### src/rtl/adder_ctrl.sv
// rtl/adder_ctrl.sv - AXI-lite master that writes two operands to an adder slave and reads back the sum
//
// Ports:
//   ACLK, ARESET          clock (rising edge), synchronous active-high reset
//   start, op_a, op_b     request one add transaction; operands latched on acceptance
//   busy, done            busy outside IDLE; done is a one-cycle completion pulse
//   result, error         last read sum; error response seen in last transaction
//   AW*/W*/B*             write address, write data and write response channels
//   AR*/R*                read address and read data channels (RESP bit 1 = error)
//
// Optional feature: define ADDER_CTRL_ERR_CHECK_EN to honour BRESP/RRESP error
// responses (abort to DONE on a write error, flag error on a read error).
// Without it the responses are ignored, error stays 0 and the full sequence always runs.

module adder_ctrl #(
    parameter int                      DATA_WIDTH   = 32,
    parameter int                      ADDRESS_SIZE = 8,
    parameter logic [ADDRESS_SIZE-1:0] ADDR_A       = ADDRESS_SIZE'('h00),
    parameter logic [ADDRESS_SIZE-1:0] ADDR_B       = ADDRESS_SIZE'('h04),
    parameter logic [ADDRESS_SIZE-1:0] ADDR_RES     = ADDRESS_SIZE'('h08)
) (
    input  logic                    ACLK,
    input  logic                    ARESET,
    input  logic                    start,
    input  logic [DATA_WIDTH-1:0]   op_a,
    input  logic [DATA_WIDTH-1:0]   op_b,
    output logic                    busy,
    output logic                    done,
    output logic [DATA_WIDTH-1:0]   result,
    output logic                    error,
    output logic [ADDRESS_SIZE-1:0] AWADDR,
    output logic                    AWVALID,
    input  logic                    AWREADY,
    output logic [DATA_WIDTH-1:0]   WDATA,
    output logic                    WSTRB,
    output logic                    WVALID,
    input  logic                    WREADY,
    input  logic                    BRESP,
    input  logic                    BVALID,
    output logic                    BREADY,
    output logic [ADDRESS_SIZE-1:0] ARADDR,
    output logic                    ARVALID,
    input  logic                    ARREADY,
    input  logic [DATA_WIDTH-1:0]   RDATA,
    input  logic                    RRESP,
    input  logic                    RVALID,
    output logic                    RREADY
);

    typedef enum logic [2:0] {
        IDLE,
        WR_A,
        WR_A_RESP,
        WR_B,
        WR_B_RESP,
        RD_ADDR,
        RD_DATA,
        DONE
    } state_t;

    state_t                state;
    logic [DATA_WIDTH-1:0] op_b_q;
    logic                  wr_both_done;
    logic                  b_err;
    logic                  r_err;

`ifdef ADDER_CTRL_ERR_CHECK_EN
    assign b_err = BRESP;
    assign r_err = RRESP;
`else
    logic unused_resp;
    assign b_err       = 1'b0;
    assign r_err       = 1'b0;
    assign unused_resp = BRESP ^ RRESP;
`endif

    // Strobe is meaningful only alongside write data, and the single lane is always written.
    assign WSTRB = WVALID;

    // A channel counts as finished once its VALID has dropped or it handshakes this cycle,
    // so AW and W may complete in the same or in different cycles.
    assign wr_both_done = (!AWVALID || AWREADY) && (!WVALID || WREADY);

    always_ff @(posedge ACLK) begin
        if (ARESET) begin
            state   <= IDLE;
            busy    <= 1'b0;
            done    <= 1'b0;
            result  <= '0;
            error   <= 1'b0;
            AWADDR  <= '0;
            AWVALID <= 1'b0;
            WDATA   <= '0;
            WVALID  <= 1'b0;
            BREADY  <= 1'b0;
            ARADDR  <= '0;
            ARVALID <= 1'b0;
            RREADY  <= 1'b0;
            op_b_q  <= '0;
        end else begin
            done <= 1'b0;
            case (state)
                IDLE: begin
                    if (start) begin
                        // op_a goes straight into WDATA; op_b is held for the second write.
                        busy    <= 1'b1;
                        error   <= 1'b0;
                        op_b_q  <= op_b;
                        AWADDR  <= ADDR_A;
                        WDATA   <= op_a;
                        AWVALID <= 1'b1;
                        WVALID  <= 1'b1;
                        state   <= WR_A;
                    end
                end

                WR_A, WR_B: begin
                    if (AWVALID && AWREADY) begin
                        AWVALID <= 1'b0;
                    end
                    if (WVALID && WREADY) begin
                        WVALID <= 1'b0;
                    end
                    if (wr_both_done) begin
                        BREADY <= 1'b1;
                        state  <= (state == WR_A) ? WR_A_RESP : WR_B_RESP;
                    end
                end

                WR_A_RESP, WR_B_RESP: begin
                    if (BVALID) begin
                        BREADY <= 1'b0;
                        if (b_err) begin
                            error <= 1'b1;
                            done  <= 1'b1;
                            state <= DONE;
                        end else if (state == WR_A_RESP) begin
                            AWADDR  <= ADDR_B;
                            WDATA   <= op_b_q;
                            AWVALID <= 1'b1;
                            WVALID  <= 1'b1;
                            state   <= WR_B;
                        end else begin
                            ARADDR  <= ADDR_RES;
                            ARVALID <= 1'b1;
                            state   <= RD_ADDR;
                        end
                    end
                end

                RD_ADDR: begin
                    if (ARREADY) begin
                        ARVALID <= 1'b0;
                        RREADY  <= 1'b1;
                        state   <= RD_DATA;
                    end
                end

                RD_DATA: begin
                    if (RVALID) begin
                        // Data is captured even on an error response.
                        RREADY <= 1'b0;
                        result <= RDATA;
                        if (r_err) begin
                            error <= 1'b1;
                        end
                        done  <= 1'b1;
                        state <= DONE;
                    end
                end

                DONE: begin
                    busy  <= 1'b0;
                    state <= IDLE;
                end

                default: begin
                    state <= IDLE;
                end
            endcase
        end
    end

endmodule

### config.mk
export PLATFORM = sky130hd
export DESIGN_NAME = adder_ctrl
export DESIGN_NICKNAME = d
export VERILOG_FILES = /design/src/rtl/adder_ctrl.sv
export SDC_FILE = /design/constraint.sdc
export NUM_CORES = 1
export LEC_CHECK = 0
export BUFFER_PORTS_ARGS = -buffer_cell sky130_fd_sc_hd__buf_2
export CAP_MARGIN = 15
export CORE_UTILIZATION = 40
export DETAILED_ROUTE_END_ITERATION = 8
export PLACE_DENSITY = 0.66
export SETUP_SLACK_MARGIN = 0.5
export SYNTH_ARGS = -nofsm -noshare
export SYNTH_HDL_FRONTEND = slang
export SYNTH_SLANG_ARGS = --single-unit
export TNS_END_PERCENT = 5
### constraint.sdc
create_clock -name ACLK -period 4.1 [get_ports ACLK]
set_clock_uncertainty 0.2 [all_clocks]
set_input_delay 1.23 -clock ACLK [delete_from_list [all_inputs] [get_ports ACLK]]
set_output_delay 1.23 -clock ACLK [all_outputs]
set_load 0.02 [all_outputs]
# Yosys cells after proc, flatten, opt, wreduce, memory -nomap -nowiden
# Cells that the tools add are included.
# W data, S select, Z words.
word_totals:
  ff_bits: 115
classes:
  bitwise_logic: 2
  n_reduce_logical: 28
  mux: 35
  n_eq_ne: 16
ops:
  columns: ["operator", "count"]
  rows:
  - ["$mux W32", 3]
  - ["$pmux W32 S2", 1]
  - ["$mux W8", 3]
  - ["$mux W3", 7]
  - ["$ne A2 B2 Y1 const B", 9]
  - ["$pmux W3 S6", 1]
  - ["$pmux W8 S2", 1]
  - ["$reduce_and A5 Y1", 3]
  - ["$mux W1", 13]
  - ["$eq A3 B3 Y1 const B", 4]
  - ["$reduce_bool A2 Y1", 5]
  - ["$reduce_and A3 Y1", 3]
  - ["$pmux W1 S2", 4]
  - ["$reduce_and A4 Y1", 2]
  - ["$eq A3 B2 Y1 const B", 2]
  - ["$pmux W1 S3", 2]
  - ["$reduce_and A2 Y1", 3]
  - ["$reduce_or A2 Y1", 3]
  - ["$eq A3 B1 Y1 const B", 1]
  - ["$logic_and A1 B1 Y1", 3]
  - ["$logic_not A3 Y1", 1]
  - ["$reduce_bool A3 Y1", 1]
  - ["$logic_not A1 Y1", 2]
  - ["$logic_or A1 B1 Y1", 2]
  - ["$not A1 Y1", 2]

# Depth between registers and ports, before layout
logic_depth:
  depth_word: 5
  mapped_depth: 9
  depth_no_buf: 6

# Worst setup path after synthesis
# No wires, ideal clock.
synth_timing:
  kind: "input to register"
  from: "input ARESET"
  to: "register busy"
  n_path_buf: 3
  path_stages: 4
  required_time_ns: 3.767
  arrival_time_ns: 2.068
  setup_time_ns: 0.133
  path_slack_ns: 1.700
  path_cell_list: "clkbuf_1 -> clkbuf_1 -> buf_1 -> a21oi_1"
synth_lines:
  columns: ["item", "line_no", "text"]
  rows:
  - ["start: declaration", "23", "input logic ARESET,"]
  - ["end signal: assignment", "87", "busy <= 1'b0;"]
  - ["end signal: assignment", "106", "busy <= 1'b1;"]
  - ["end signal: assignment", "173", "busy <= 1'b0;"]
  - ["end: declaration", "27", "output logic busy,"]
# No word-level cell between the ends.

# Final worst setup path
layout_timing:
  from: "register state[2]"
  to: "register WDATA[8]"
layout_via:
  elab_chain_len: 4
layout_rtl:
  columns: ["item", "line_no", "text"]
  rows:
  - ["start: declaration", "61", "state_t state;"]
  - ["start signal: assignment", "126", "state <= (state == WR_A) ? WR_A_RESP : WR_B_RESP;"]
  - ["$eq A3 B2 Y1 / $eq A3 B3 Y1 (equally long branches)", "102, 137", null]
  - ["$reduce_or A2 Y1", "102", "case (state)"]
  - ["$ne A2 B2 Y1 (no line) / $reduce_bool A2 Y1 (equally long branches)", null, null]
  - ["$reduce_and A4 Y1 (no line)", null, null]
  - ["end signal: assignment", "110", "WDATA <= op_a;"]
  - ["end signal: assignment", "139", "WDATA <= op_b_q;"]
  - ["end: declaration", "34", "output logic [DATA_WIDTH-1:0] WDATA,"]
# Several ways; a longest one is shown, not always the timed one.
# A chain may end at the register's enable or synchronous reset.

==> summary.txt <==
Status
  – Status: completed

Pwr
  – LEAKAGE: around 2.7 nW
  – Total power: 3.86 mW
  – Pwr Density: 674 mW/mm²
  – Peak supply drop: around 350 µV

Drt
  – Vias: roughly 4.0k
  – DRC Markers: 0
  – 1st-pass router iterations: 4
  – Iter 0 DRT Violations: 170
  – WL per Instance: approximately 14 µm
  – WL final: 11100 µm
  – DR vias/cell: ~5
  – ANT nets after route: 0

Floorplan
  – Num rows: 38
  – Initial Util: 0.414
  – Top-level I/O count: between 150 and 200
  – Die width: roughly 110 µm
  – Die area: between 0.01 and 0.015 mm²
  – Die Span Y: between 100 and 150 µm
  – Core Box Area: between 0.01 and 0.015 mm²

Critical path
  – Required @ worst endpoint: 4100 ps
  – Setup crit end kind: flop
  – Critical Path Start Type: flop
  – CP max FO: 20
  – Kind of critical path: flop to flop
  – Register-to-register setup slack: 1450 ps
  – Worst Path Arrival: about 2700 ps

Timing
  – RSZ-0062 raised after global routing: false
  – Actual slew at the worst max-slew pin: ~810 ps
  – Fin crit share: 0.647
  – Final Max Slew Viols: 0
  – Setup_tns: 0 ps
  – Minimum clock period: between 2000 and 3000 ps
  – Fmax: around 0.38 GHz
  – Final hold vios: 0
  – Relative slew margins: 0.451
  – Final setup violation count: 0

Clock network
  – TritonCTS clock tree: built
  – Clk sink count: between 100 and 150
  – Htree depth: 3
  – Setup Buffers After CTS: 0
  – Clock buffer depth: 2
  – Clock Latency Late Sink: ~340 ps
  – CTS root buffer: clkbuf_16
  – CTS hold repair buffers: 0
  – CTS buffer count: 9
  – Clock-pin slew on the worst setup and hold paths: roughly 70 ps
  – CTS resizes: 0

Layout
  – P&R area growth vs syn: 25.9%
  – Final instance area: approximately 0.0057 mm²
  – Diode count: 0
  – Share of cells above drive strength 1: 0.338
  – NumNets Final: about 780

Logic synthesis
  – Synth top cells by count: nand2_1 (132), dfxtp_1 (108), a21oi_1 (67)
  – Post-synthesis instance area: roughly 0.0045 mm²
  – Distinct cells, synth: 42
  – FF+latch count, synth: approximately 110
  – Post-synth EDFFs: 0
  – Sequential share of the synthesized area: 0.475
  – Cell taking the most area after synthesis: dfxtp_1
  – Synthesized area per cell: ~9 µm²
  – Post-synthesis async set-or-reset flop share: 0
  – Most area-consuming cells after synthesis: dfxtp_1 (48%), nand2_1 (11%), a21oi_1 (7.4%), mux2i_1 (7.0%), a211oi_2 (5.5%)
  – Post-synthesis cell count: about 520
  – Post-synth top area share: 0.475
  – YS warnings: 0
  – Top_reg_cell synth: dfxtp_1
  – Top-count cell post-synth: nand2_1

Global route
  – Total gr overflow: 0
  – Largest net degree at the start of global routing: 66
  – Gr usage total: 0.185
  – First-pass GRT wire length: approximately 17000 µm
  – Initial antenna violation count: 0
  – Vias in the first global route: between 3k and 4k

Placed design
  – Placer Congestion: 0.766
  – Input/output buffers: ~180
  – Post-DP Area: roughly 0.0054 mm²
  – Dpl hpwl: around 7800 µm

Run
  – Max Cap Viol: 0

Hold path
  – Hold crit path type: flop to flop
## report_power, final
part,internal (mW),switching [mW]
sequential,1.28,0.118
combinational,0.561,0.975
clock,0.542,0.388
## path summary, 6_finish.rpt
check / end / depth (start not counted) / from
worst max register to register: WDATA[8]$_SDFFE_PP0P_ / 4 / state[2]$_SDFFE_PP0P_
worst min register to register: result[19]$_SDFFE_PP0P_ / 2 / result[19]$_SDFFE_PP0P_
worst max-delay path: WDATA[8]$_SDFFE_PP0P_ / 4 / state[2]$_SDFFE_PP0P_
worst min-delay path: result[19]$_SDFFE_PP0P_ / 2 / result[19]$_SDFFE_PP0P_
## cells by family after synthesis
logic type / share of synthesized area
AND/OR/NAND/NOR: 0.166
AO/OA/AOI/OAI: 0.189
flip-flops: 0.475
buffers and inverters: 0.0809
multiplexers: 0.0778
adder cells (fa/ha/maj): 0.0110
other: 0.000824
## area by class of cell
| class | instances | area [µm²] |
|---|---|---|
| timing repair buffer | 185 | 961 |
| sequential | 108 | 2160 |
| multi-input combinational | 360 | 2070 |
| inverter | 8 | 30.0 |
| fill | 1023 | 5260 |
| tap | 140 | 175 |
| clock buffer | 10 | 229 |
| clock inverter | 6 | 95.1 |
## state kept, by name (all words and copies together), names as in the netlist, 3 cells and up
| register | flops |
|---|---|
| state | 3 |
| result | 32 |
| WDATA | 32 |
| op_b_q | 32 |
## routing by layer
metal	GRT usage	vias to the layer above	part of all wire
li1	-	2027	-
met1	0.219	1808	0.43
met2	0.310	182	0.45
met3	0.0717	13	0.11
met4	0.0550	0	0.014
met5	0	-	0
## critical path, cell delays in order, from the launching register on
cell	delay, ps
dfxtp_1	830
mux2i_4	810
buf_12	280
mux2i_1	270
a211oi_2	90
## through the flow
step,setup slack (ps),hold slack (ps),instances,utilization
after detailed placement,1140,246,801,0.492
final,1450,252,817,0.521
after global placement,1230,239,801,0.492
after CTS,1420,256,817,0.521
after global routing,1280,270,817,0.521
after floorplan,1700,236,532,-
## cells in the final DEF, fill, tap and decap left out, types with 3 or more instances in the layout
cell and instances:
mux2i_1 32, a211oi_1 13, conb_1 15, ha_1 4, buf_2 176, nand3_1 3, nor2_1 37, a21oi_1 67
nand2_1 132, dfxtp_1 108, inv_1 8, buf_4 8, a31oi_1 3, clkbuf_16 9, a211oi_2 20, o21ai_0 5
Power figures use the tool's default switching activity.
